File: src/rtl/msg_pkg.sv
// Shared types and helpers for the message stream arbiter.
//   arb_state_t : arbiter FSM states
//   pick_t      : round-robin search result (found flag + index)
//   rr_pick     : round-robin search over up to NUM_SRC_MAX requesters
package msg_pkg;

   localparam int unsigned NUM_SRC_MAX = 4;
   localparam int unsigned SRC_ID_W    = $clog2(NUM_SRC_MAX);

   typedef enum logic [1:0] {
      IDLE  = 2'd0,
      PASS  = 2'd1,
      DRAIN = 2'd2
   } arb_state_t;

   typedef struct packed {
      logic                found;
      logic [SRC_ID_W-1:0] idx;
   } pick_t;

   // First set bit of req searching upward from last+1, wrapping modulo n.
   function automatic pick_t rr_pick(input logic [NUM_SRC_MAX-1:0] req,
                                     input logic [SRC_ID_W-1:0]    last,
                                     input int unsigned            n);
      pick_t       p;
      int unsigned idx;
      p = '0;
      for (int unsigned i = 1; i <= NUM_SRC_MAX; i++) begin
         if (i <= n && !p.found) begin
            idx = (32'(last) + i) % n;
            if (req[idx[SRC_ID_W-1:0]]) begin
               p.found = 1'b1;
               p.idx   = idx[SRC_ID_W-1:0];
            end
         end
      end
      return p;
   endfunction

endpackage

File: src/rtl/msg_stream_arbiter_rr_picker.sv
// Combinational round-robin priority search.
//   req     : per-source request
//   last    : index granted most recently (search starts one above it)
//   idx_c   : chosen index
//   found_c : at least one request present
module rr_picker
   import msg_pkg::*;
#(
   parameter int unsigned NUM_SRC = 2
) (
   input  logic [NUM_SRC-1:0]         req,
   input  logic [$clog2(NUM_SRC)-1:0] last,
   output logic [$clog2(NUM_SRC)-1:0] idx_c,
   output logic                       found_c
);

   localparam int unsigned ID_W = $clog2(NUM_SRC);

   pick_t pick;

   always_comb begin
      pick    = rr_pick(NUM_SRC_MAX'(req), SRC_ID_W'(last), NUM_SRC);
      idx_c   = ID_W'(pick.idx);
      found_c = pick.found;
   end

endmodule

File: src/rtl/msg_stream_arbiter.sv
// Packet-locked round-robin arbiter feeding the message parser's single
// AXI-Stream input from NUM_SRC sources. Packets longer than MAX_BEATS are
// cut short with tlast+tuser and the remainder is drained upstream.
//   clk, rst        : clock, async active-high reset
//   s_t*            : per-source streams (source k in slice k)
//   m_t*            : stream to parser (combinational from granted source)
//   m_src_id        : granted source index, valid with m_tvalid
//   trunc_pulse     : one-cycle pulse after a truncating beat
module msg_stream_arbiter
   import msg_pkg::*;
#(
   parameter int unsigned NUM_SRC     = 2,
   parameter int unsigned DATA_BYTES  = 8,
   parameter int unsigned TKEEP_WIDTH = 8,
   parameter int unsigned MAX_BEATS   = 4
) (
   input  logic                            clk,
   input  logic                            rst,
   input  logic [NUM_SRC-1:0]              s_tvalid,
   output logic [NUM_SRC-1:0]              s_tready,
   input  logic [NUM_SRC-1:0]              s_tlast,
   input  logic [NUM_SRC-1:0]              s_tuser,
   input  logic [NUM_SRC*TKEEP_WIDTH-1:0]  s_tkeep,
   input  logic [NUM_SRC*8*DATA_BYTES-1:0] s_tdata,
   output logic                            m_tvalid,
   input  logic                            m_tready,
   output logic                            m_tlast,
   output logic                            m_tuser,
   output logic [TKEEP_WIDTH-1:0]          m_tkeep,
   output logic [8*DATA_BYTES-1:0]         m_tdata,
   output logic [$clog2(NUM_SRC)-1:0]      m_src_id,
   output logic                            trunc_pulse
);

   localparam int unsigned ID_W  = $clog2(NUM_SRC);
   localparam int unsigned DW    = 8 * DATA_BYTES;
   localparam int unsigned CNT_W = $clog2(MAX_BEATS);

   arb_state_t       state, state_n;
   logic [ID_W-1:0]  grant, grant_n;
   logic [ID_W-1:0]  last_grant, last_grant_n;
   logic [CNT_W-1:0] beat_cnt, beat_cnt_n;
   logic             trunc_n;

   logic [ID_W-1:0]  pick_idx;
   logic             pick_found;
   logic             at_max;
   logic             force_end;
   logic             hs;

   rr_picker #(.NUM_SRC(NUM_SRC)) u_picker (
      .req     (s_tvalid),
      .last    (last_grant),
      .idx_c   (pick_idx),
      .found_c (pick_found)
   );

   // State and bookkeeping registers.
   always_ff @(posedge clk or posedge rst) begin
      if (rst) begin
         state       <= IDLE;
         grant       <= '0;
         last_grant  <= ID_W'(NUM_SRC - 1);
         beat_cnt    <= '0;
         trunc_pulse <= 1'b0;
      end else begin
         state       <= state_n;
         grant       <= grant_n;
         last_grant  <= last_grant_n;
         beat_cnt    <= beat_cnt_n;
         trunc_pulse <= trunc_n;
      end
   end

   // Next-state, handshake steering and data mux.
   always_comb begin
      state_n      = state;
      grant_n      = grant;
      last_grant_n = last_grant;
      beat_cnt_n   = beat_cnt;
      trunc_n      = 1'b0;
      s_tready     = '0;
      m_tvalid     = 1'b0;
      m_tlast      = 1'b0;
      m_tuser      = 1'b0;
      m_tkeep      = '0;
      m_tdata      = '0;
      m_src_id     = '0;
      at_max       = (beat_cnt == CNT_W'(MAX_BEATS - 1));
      force_end    = 1'b0;
      hs           = 1'b0;

      unique case (state)
         IDLE: begin
            if (pick_found) begin
               grant_n    = pick_idx;
               beat_cnt_n = '0;
               state_n    = PASS;
            end
         end

         PASS: begin
            // A real tlast on the final allowed beat is a legal full packet.
            force_end        = at_max && !s_tlast[grant];
            m_tvalid         = s_tvalid[grant];
            s_tready[grant]  = m_tready;
            m_tdata          = s_tdata[DW*32'(grant) +: DW];
            m_tkeep          = s_tkeep[TKEEP_WIDTH*32'(grant) +: TKEEP_WIDTH];
            m_tlast          = s_tlast[grant] | force_end;
            m_tuser          = s_tuser[grant] | force_end;
            m_src_id         = grant;
            hs               = s_tvalid[grant] && m_tready;
            if (hs) begin
               beat_cnt_n = beat_cnt + CNT_W'(1);
               if (s_tlast[grant]) begin
                  last_grant_n = grant;
                  state_n      = IDLE;
               end else if (at_max) begin
                  trunc_n = 1'b1;
                  state_n = DRAIN;
               end
            end
         end

         DRAIN: begin
            // Swallow the rest of the oversized packet; parser sees nothing.
            s_tready[grant] = 1'b1;
            if (s_tvalid[grant] && s_tlast[grant]) begin
               last_grant_n = grant;
               state_n      = IDLE;
            end
         end

         default: state_n = IDLE;
      endcase
   end

endmodule

File: config.mk
export PLATFORM = sky130hd
export DESIGN_NAME = msg_stream_arbiter
export DESIGN_NICKNAME = d
export VERILOG_FILES = /design/src/rtl/msg_pkg.sv /design/src/rtl/msg_stream_arbiter_rr_picker.sv /design/src/rtl/msg_stream_arbiter.sv
export SDC_FILE = /design/constraint.sdc
export NUM_CORES = 1
export LEC_CHECK = 0
export CORE_AREA = 2 2 89 91
export DETAILED_ROUTE_END_ITERATION = 16
export DIE_AREA = 0 0 91 93
export DONT_BUFFER_PORTS = 1
export GPL_ROUTABILITY_DRIVEN = 0
export PLACE_DENSITY = 0.45
export SYNTH_ARGS = -nofsm -noshare
export SYNTH_HDL_FRONTEND = slang
export SYNTH_SLANG_ARGS = --single-unit
File: constraint.sdc
create_clock -name clk -period 2.2 [get_ports clk]
set_input_delay 0.55 -clock clk [delete_from_list [all_inputs] [get_ports clk]]
set_output_delay 0.55 -clock clk [all_outputs]
set_load 0.005 [all_outputs]
==> qor.txt <==
Cell-by-cell listing of the critical path: inv_1 -> ha_2 -> buf_6 -> a21boi_0
Warnings, synthesis: 0
Per-instance average area after synthesis: 8.12 um2
Deepest clock path buffer count: 2
Routed WL per cell: 16.8 um
I/O pin total: 232
Arrival time of the worst setup path: 1.47 ns
Vias in the first global route: 1,431
Clock root cell: clkbuf_8
Clock buffer count from CTS: 3
Remaining routing DRC violations: 0
Number of cells traversed by the worst register-to-register path: 6
Area delta synth->final: 8.93%
Remaining number of nets flagged by the antenna check after routing: 0
Setup Total Neg Slack: 0 ns
Die Area: 0.00846 mm2
Number of sinks on the clock net: 7
Final Hold Slack: 0.145 ns
Count of buffers inserted at the top-level ports: 0
Nets@finish: 370
Number of diodes added for antenna fixing: 0
Latest clock arrival within the worst-skew pair: 0.23 ns
Y dimension of the die: 93 um
Final wirelength: 5.25 mm
CTS tree: built
Startpoint-to-endpoint class of the critical path: flop to output pin
Reg2reg end: beat_cnt[0]
Final clock period utilization by the worst path: 91.8%
Antenna violations before repair: 0
Most common cell after layout, fill and taps aside: mux2i_1
Slowest-stage cell, CP: dfrtp_1
Count of endpoints failing setup in the final report: 0
Slew margin rel.: 78.8%
First-pass GRT wire length: 7.33 mm
Total power per unit cell area: 1260 mW/mm2
Number of buffers added to fix hold violations after cts: 0
Crit path required time: 1.65 ns
Clock-pin slew on the worst setup and hold paths: 0.04 ns
Total global-route track usage: 10.6%
CORE AREA: 0.00753 mm2
Hold violation total from the final report: 0
Number of levels in the clock H-tree: 1
Worst-case vdd ir drop: 533 uV
Setup repair after global routing missed its margin: no
Highest fanout seen on the critical path: 41
Initial Utilization: 23.6%
Startpoint of the worst register-to-register path: state[1]
Critical path endpoint category: output pin
Gate Count Post-Synth: 219
Half-perimeter wire length after placement: 4.39 mm
Slew at the pin closest to its max-slew limit: 0.310 ns
Max-slew violation total from the final report: 0
Via Count: 1,530
Routed length on met2: 2.61 mm
Class of the tightest hold or removal check: input pin to async pin
Highest-count cells in the layout ignoring fill and taps: mux2i_1, nor2b_1, inv_1
Total number of placement rows: 32
Proportion of synthesized chip area in sequential cells: 9.92%
Category of the worst setup path launch point: flop
Die Width: 91 um
Post-layout util: 25.7%
WL met3: 585 um
Post-synthesis cell area: 0.00178 mm2
Netlist cell types: 27
Mapped Nets: 378
Iter 0 DRT Violations: 23
Static power due to leakage: 0.926 nW
Share of post-route cells with drive strength above 1: 6.19%
Number of violations of the max-capacitance limit: 0
Met1 routed wirelength after detailed routing: 2.06 mm
Skew final: 0.00108 ns
Post-layout minimum cycle time: 2.02 ns
DR vias/cell: 4.90
Uppermost routed layer: met3
Flops & latches, synth: 7
Number of iterations in the first detailed-routing pass: 6
Pin count of the biggest net entering global routing: 42
R2R Setup Slk: 0.47 ns
FMAX: 0.495 GHz
Crit path largest cell delay: 0.37 ns
Overflow after GRT: 0
Status: completed
## critical path: cells and delay by family (launching register included)
family                   cells  cell delay [ns]
adder cells (fa/ha/maj)      1             0.21
buffers and inverters        2             0.37
AO/OA/AOI/OAI                1             0.28
flip-flops                   1             0.37
## area by class of cell
cell class                 instances  area [um2]
inverter                           7        26.3
clock buffer                       4        45.0
timing repair buffer               5        66.3
tap                              102         128
multi-input combinational        187        1490
sequential                         7         180
fill                             816        5590
## where the power goes
group	leakage, nW	switching [mW]	total, mW	internal [mW]
Sequential	0.0865	0.0685	0.263	0.195
Clock	0.0228	0.0585	0.184	0.126
Combinational	0.817	1.03	2.00	0.967
Total	0.926	1.16	2.44	1.29
## how the worst max path moves through the flow
| stage | startpoint | to | cells after the start |
|---|---|---|---|
| 4_1_cts | state[1] | m_tlast | 4 |
| 3_5_place_dp | state[1] | m_tlast | 4 |
| 5_1_grt | state[1] | m_tlast | 4 |
| 2_1_floorplan | state[1] | m_tdata[21] | 6 |
| 6_report | state[1] | m_tlast | 4 |
| 3_3_place_gp | state[1] | m_tlast | 4 |
## kinds of logic after synthesis
logic type               after synthesis  share of synthesized area (%)
AO/OA/AOI/OAI                         11                           4.15
flip-flops                             7                           9.92
buffers and inverters                 25                           6.33
multiplexers                          79                           44.7
adder cells (fa/ha/maj)                6                           4.22
AND/OR/NAND/NOR                       91                           30.7
## flip-flops by register name, summed over array words and instances (netlist names)
signal / count
beat_cnt: 2
trunc_pulse: 1
grant: 1
last_grant: 1
state: 2
## stage by stage
stage	setup slack, ns	area, um2	total power [mW]	cells
floorplan	0.167	1780	1.97	219
global placement	0.385	1890	2.27	308
detailed placement	0.336	1890	2.27	308
CTS	0.0846	1930	2.47	312
global route	0.0479	1940	2.67	312
finish	0.179	1940	2.44	312
## synthesized netlist by cell type, drive strengths merged
cell type | count | share of area, %
nor3b | 1 | 0.42
and4b | 1 | 0.56
nand3 | 2 | 0.56
o2111ai | 1 | 0.49
a32oi | 1 | 0.49
and2 | 2 | 0.70
clkbuf | 9 | 1.9
inv | 7 | 1.5
dfstp | 1 | 1.5
mux2 | 3 | 1.9
dfrtp | 6 | 8.4
nand2 | 4 | 0.84
buf | 9 | 3.0
a21oi | 2 | 0.56
a31oi | 1 | 0.35
a21boi | 1 | 0.42
nor2b | 74 | 26
o311a | 1 | 0.56
mux2i | 76 | 43
ha | 6 | 4.2
nor2 | 6 | 1.3
o21ai | 3 | 0.84
o211ai | 1 | 0.42
nand2b | 1 | 0.35
## layer usage
metal  vias to the layer above  track usage [%]
li1                        722                -
met1                       688             13.1
met2                       120             18.6
met3                         0             3.71
met4                         0            0.758
met5                         -                0
## timing repair
item | in CTS | in global routing
gates resized for setup | 0 | 1
buffers inserted | 0 | 0
endpoints found under the setup margin | 0 | 1
Power figures use the tool's default switching activity.
==> variant: new RTL, config.mk and constraints unchanged <==
The 3 states of `arb_state_t` get a one-hot encoding in 3 bits.
--- a/src/rtl/msg_pkg.sv
+++ b/src/rtl/msg_pkg.sv
@@ -7,10 +7,10 @@
    localparam int unsigned NUM_SRC_MAX = 4;
    localparam int unsigned SRC_ID_W    = $clog2(NUM_SRC_MAX);
 
-   typedef enum logic [1:0] {
-      IDLE  = 2'd0,
-      PASS  = 2'd1,
-      DRAIN = 2'd2
+   typedef enum logic [2:0] {
+      IDLE  = 3'b001,
+      PASS  = 3'b010,
+      DRAIN = 3'b100
    } arb_state_t;
 
    typedef struct packed {
Behaviour: no difference found for any inputs over 4 cycles, from zero or initial values and one cycle with rst high; so few cycles prove little.
==> variant against the original RTL <==
- die area is the same
- power shrank 20%
- largest cell class unchanged
- final cell count shrank 0.32%
- routed wire length grew 8.1%
- sequential cell count grew 1
- final area shrank 10%
- via count shrank 0.33%
- area after synthesis shrank 9.4%
- clock skew grew 0.0076 ns
- setup slack lost 0.063 ns
- core utilization shrank 2.7 points
- count of clock-buffer cells in the layout is the same
- hold slack gained 0.0022 ns
==> variant: results (changes against the original RTL) <==
stage,metric,value,unit,change
outcome,status,"complete, no violations",,unchanged
critical_path,rrSetupSlack,0.63,ns,was 0.47 ns
global_routing,grt_pass1_vias,1264,,was 1431
sta,fin_worst_skew,0.00864,ns,was 0.00108 ns
synth,syn_inst,218,,was 219
global_routing,grt_pass1_wl,7410,um,was 7330 um
placed_design,place_ws,0.257,ns,was 0.336 ns
pwr,ir_worst_vdd,0.000541,V,was 0.000533 V
detailed_routing,dr.pass1.iters,4,,was 6
synth,synthesis.nets,372,,was 378
synth,muxShareOfSynthArea,47.9,%,was 44.7%
pwr,cell_internal_pwr,1.00,mW,was 1.29 mW
critical_path,cp_max_fo,42,,was 41
pwr,total_power,1.96,mW,was 2.44 mW
sta,hold_ws,0.147,ns,was 0.145 ns
pwr,pg_comb,1.50,mW,was 2.00 mW
detailed_routing,drt-initial-drc-count,35,,was 23
layout,multi_input_area,1270,sq um,was 1490 sq um
global_routing,grt_use_total,11.1,%,was 10.6%
synth,ys_seq_area_share,12.6,%,was 9.92%
critical_path,setup.worst_path.end,m_tdata[3],,was m_tlast
detailed_routing,vias_per_cell,4.90,,about the same
layout,drive_above_1_share,7.66,%,was 6.19%
critical_path,r2r-end,last_grant,,was beat_cnt[0]
detailed_routing,avgRoutedWirePerCell,18.3,um,was 16.8 um
layout,top_regs,"state: 3 flops, beat_cnt: 2 flops",,"was beat_cnt: 2 flops, state: 2 flops"
synth,synth_compound_area_share,5.59,%,was 4.15%
layout,final_nets,364,,was 370
pwr,p_clk_share,9.7,%,was 7.5%
critical_path,rr_worst_depth,4,,was 6
placed_design,place_hpwl,4780,um,was 4390 um
detailed_routing,drt-total-wl,5680,um,was 5250 um
synth,synth_adder_area_share,0.776,%,was 4.22%
critical_path,rr_startpoint,grant,,was state[1]
global_routing,grt_start_max_net_pins,45,,was 42
==> variant: cell types whose count changed after synthesis, sizes merged, moves of 3 or more <==
cell    delta
buf        +7
clkbuf     -7
ha         -5
inv        -3
nor2      +75
nor2b     -71
==> variant: final cells by class <==
| class | instances | share of cell area (%) |
|---|---|---|
| inverters | 4 | 0.865 |
| well taps | 102 | 7.35 |
| multi-input cells | 188 | 73.5 |
| repair buffers | 5 | 3.82 |
| clock buffers | 4 | 2.60 |
| flip-flops and latches | 8 | 11.9 |
==> variant: per-layer routing <==
layer / GRT usage, % / vias up / wire length, um
met5: 0 / - / 0
met4: 1.89 / 0 / 29
met3: 3.30 / 2 / 515
met2: 17.9 / 88 / 2800
met1: 14.8 / 713 / 2330
li1: - / 722 / -
==> variant: critical path, stage by stage (launching register included) <==
cell and delay (ns):
dfstp_2 0.53, nand2b_4 0.13, or2_2 0.12, buf_6 0.27
nor2_1 0.09, buf_4 0.14
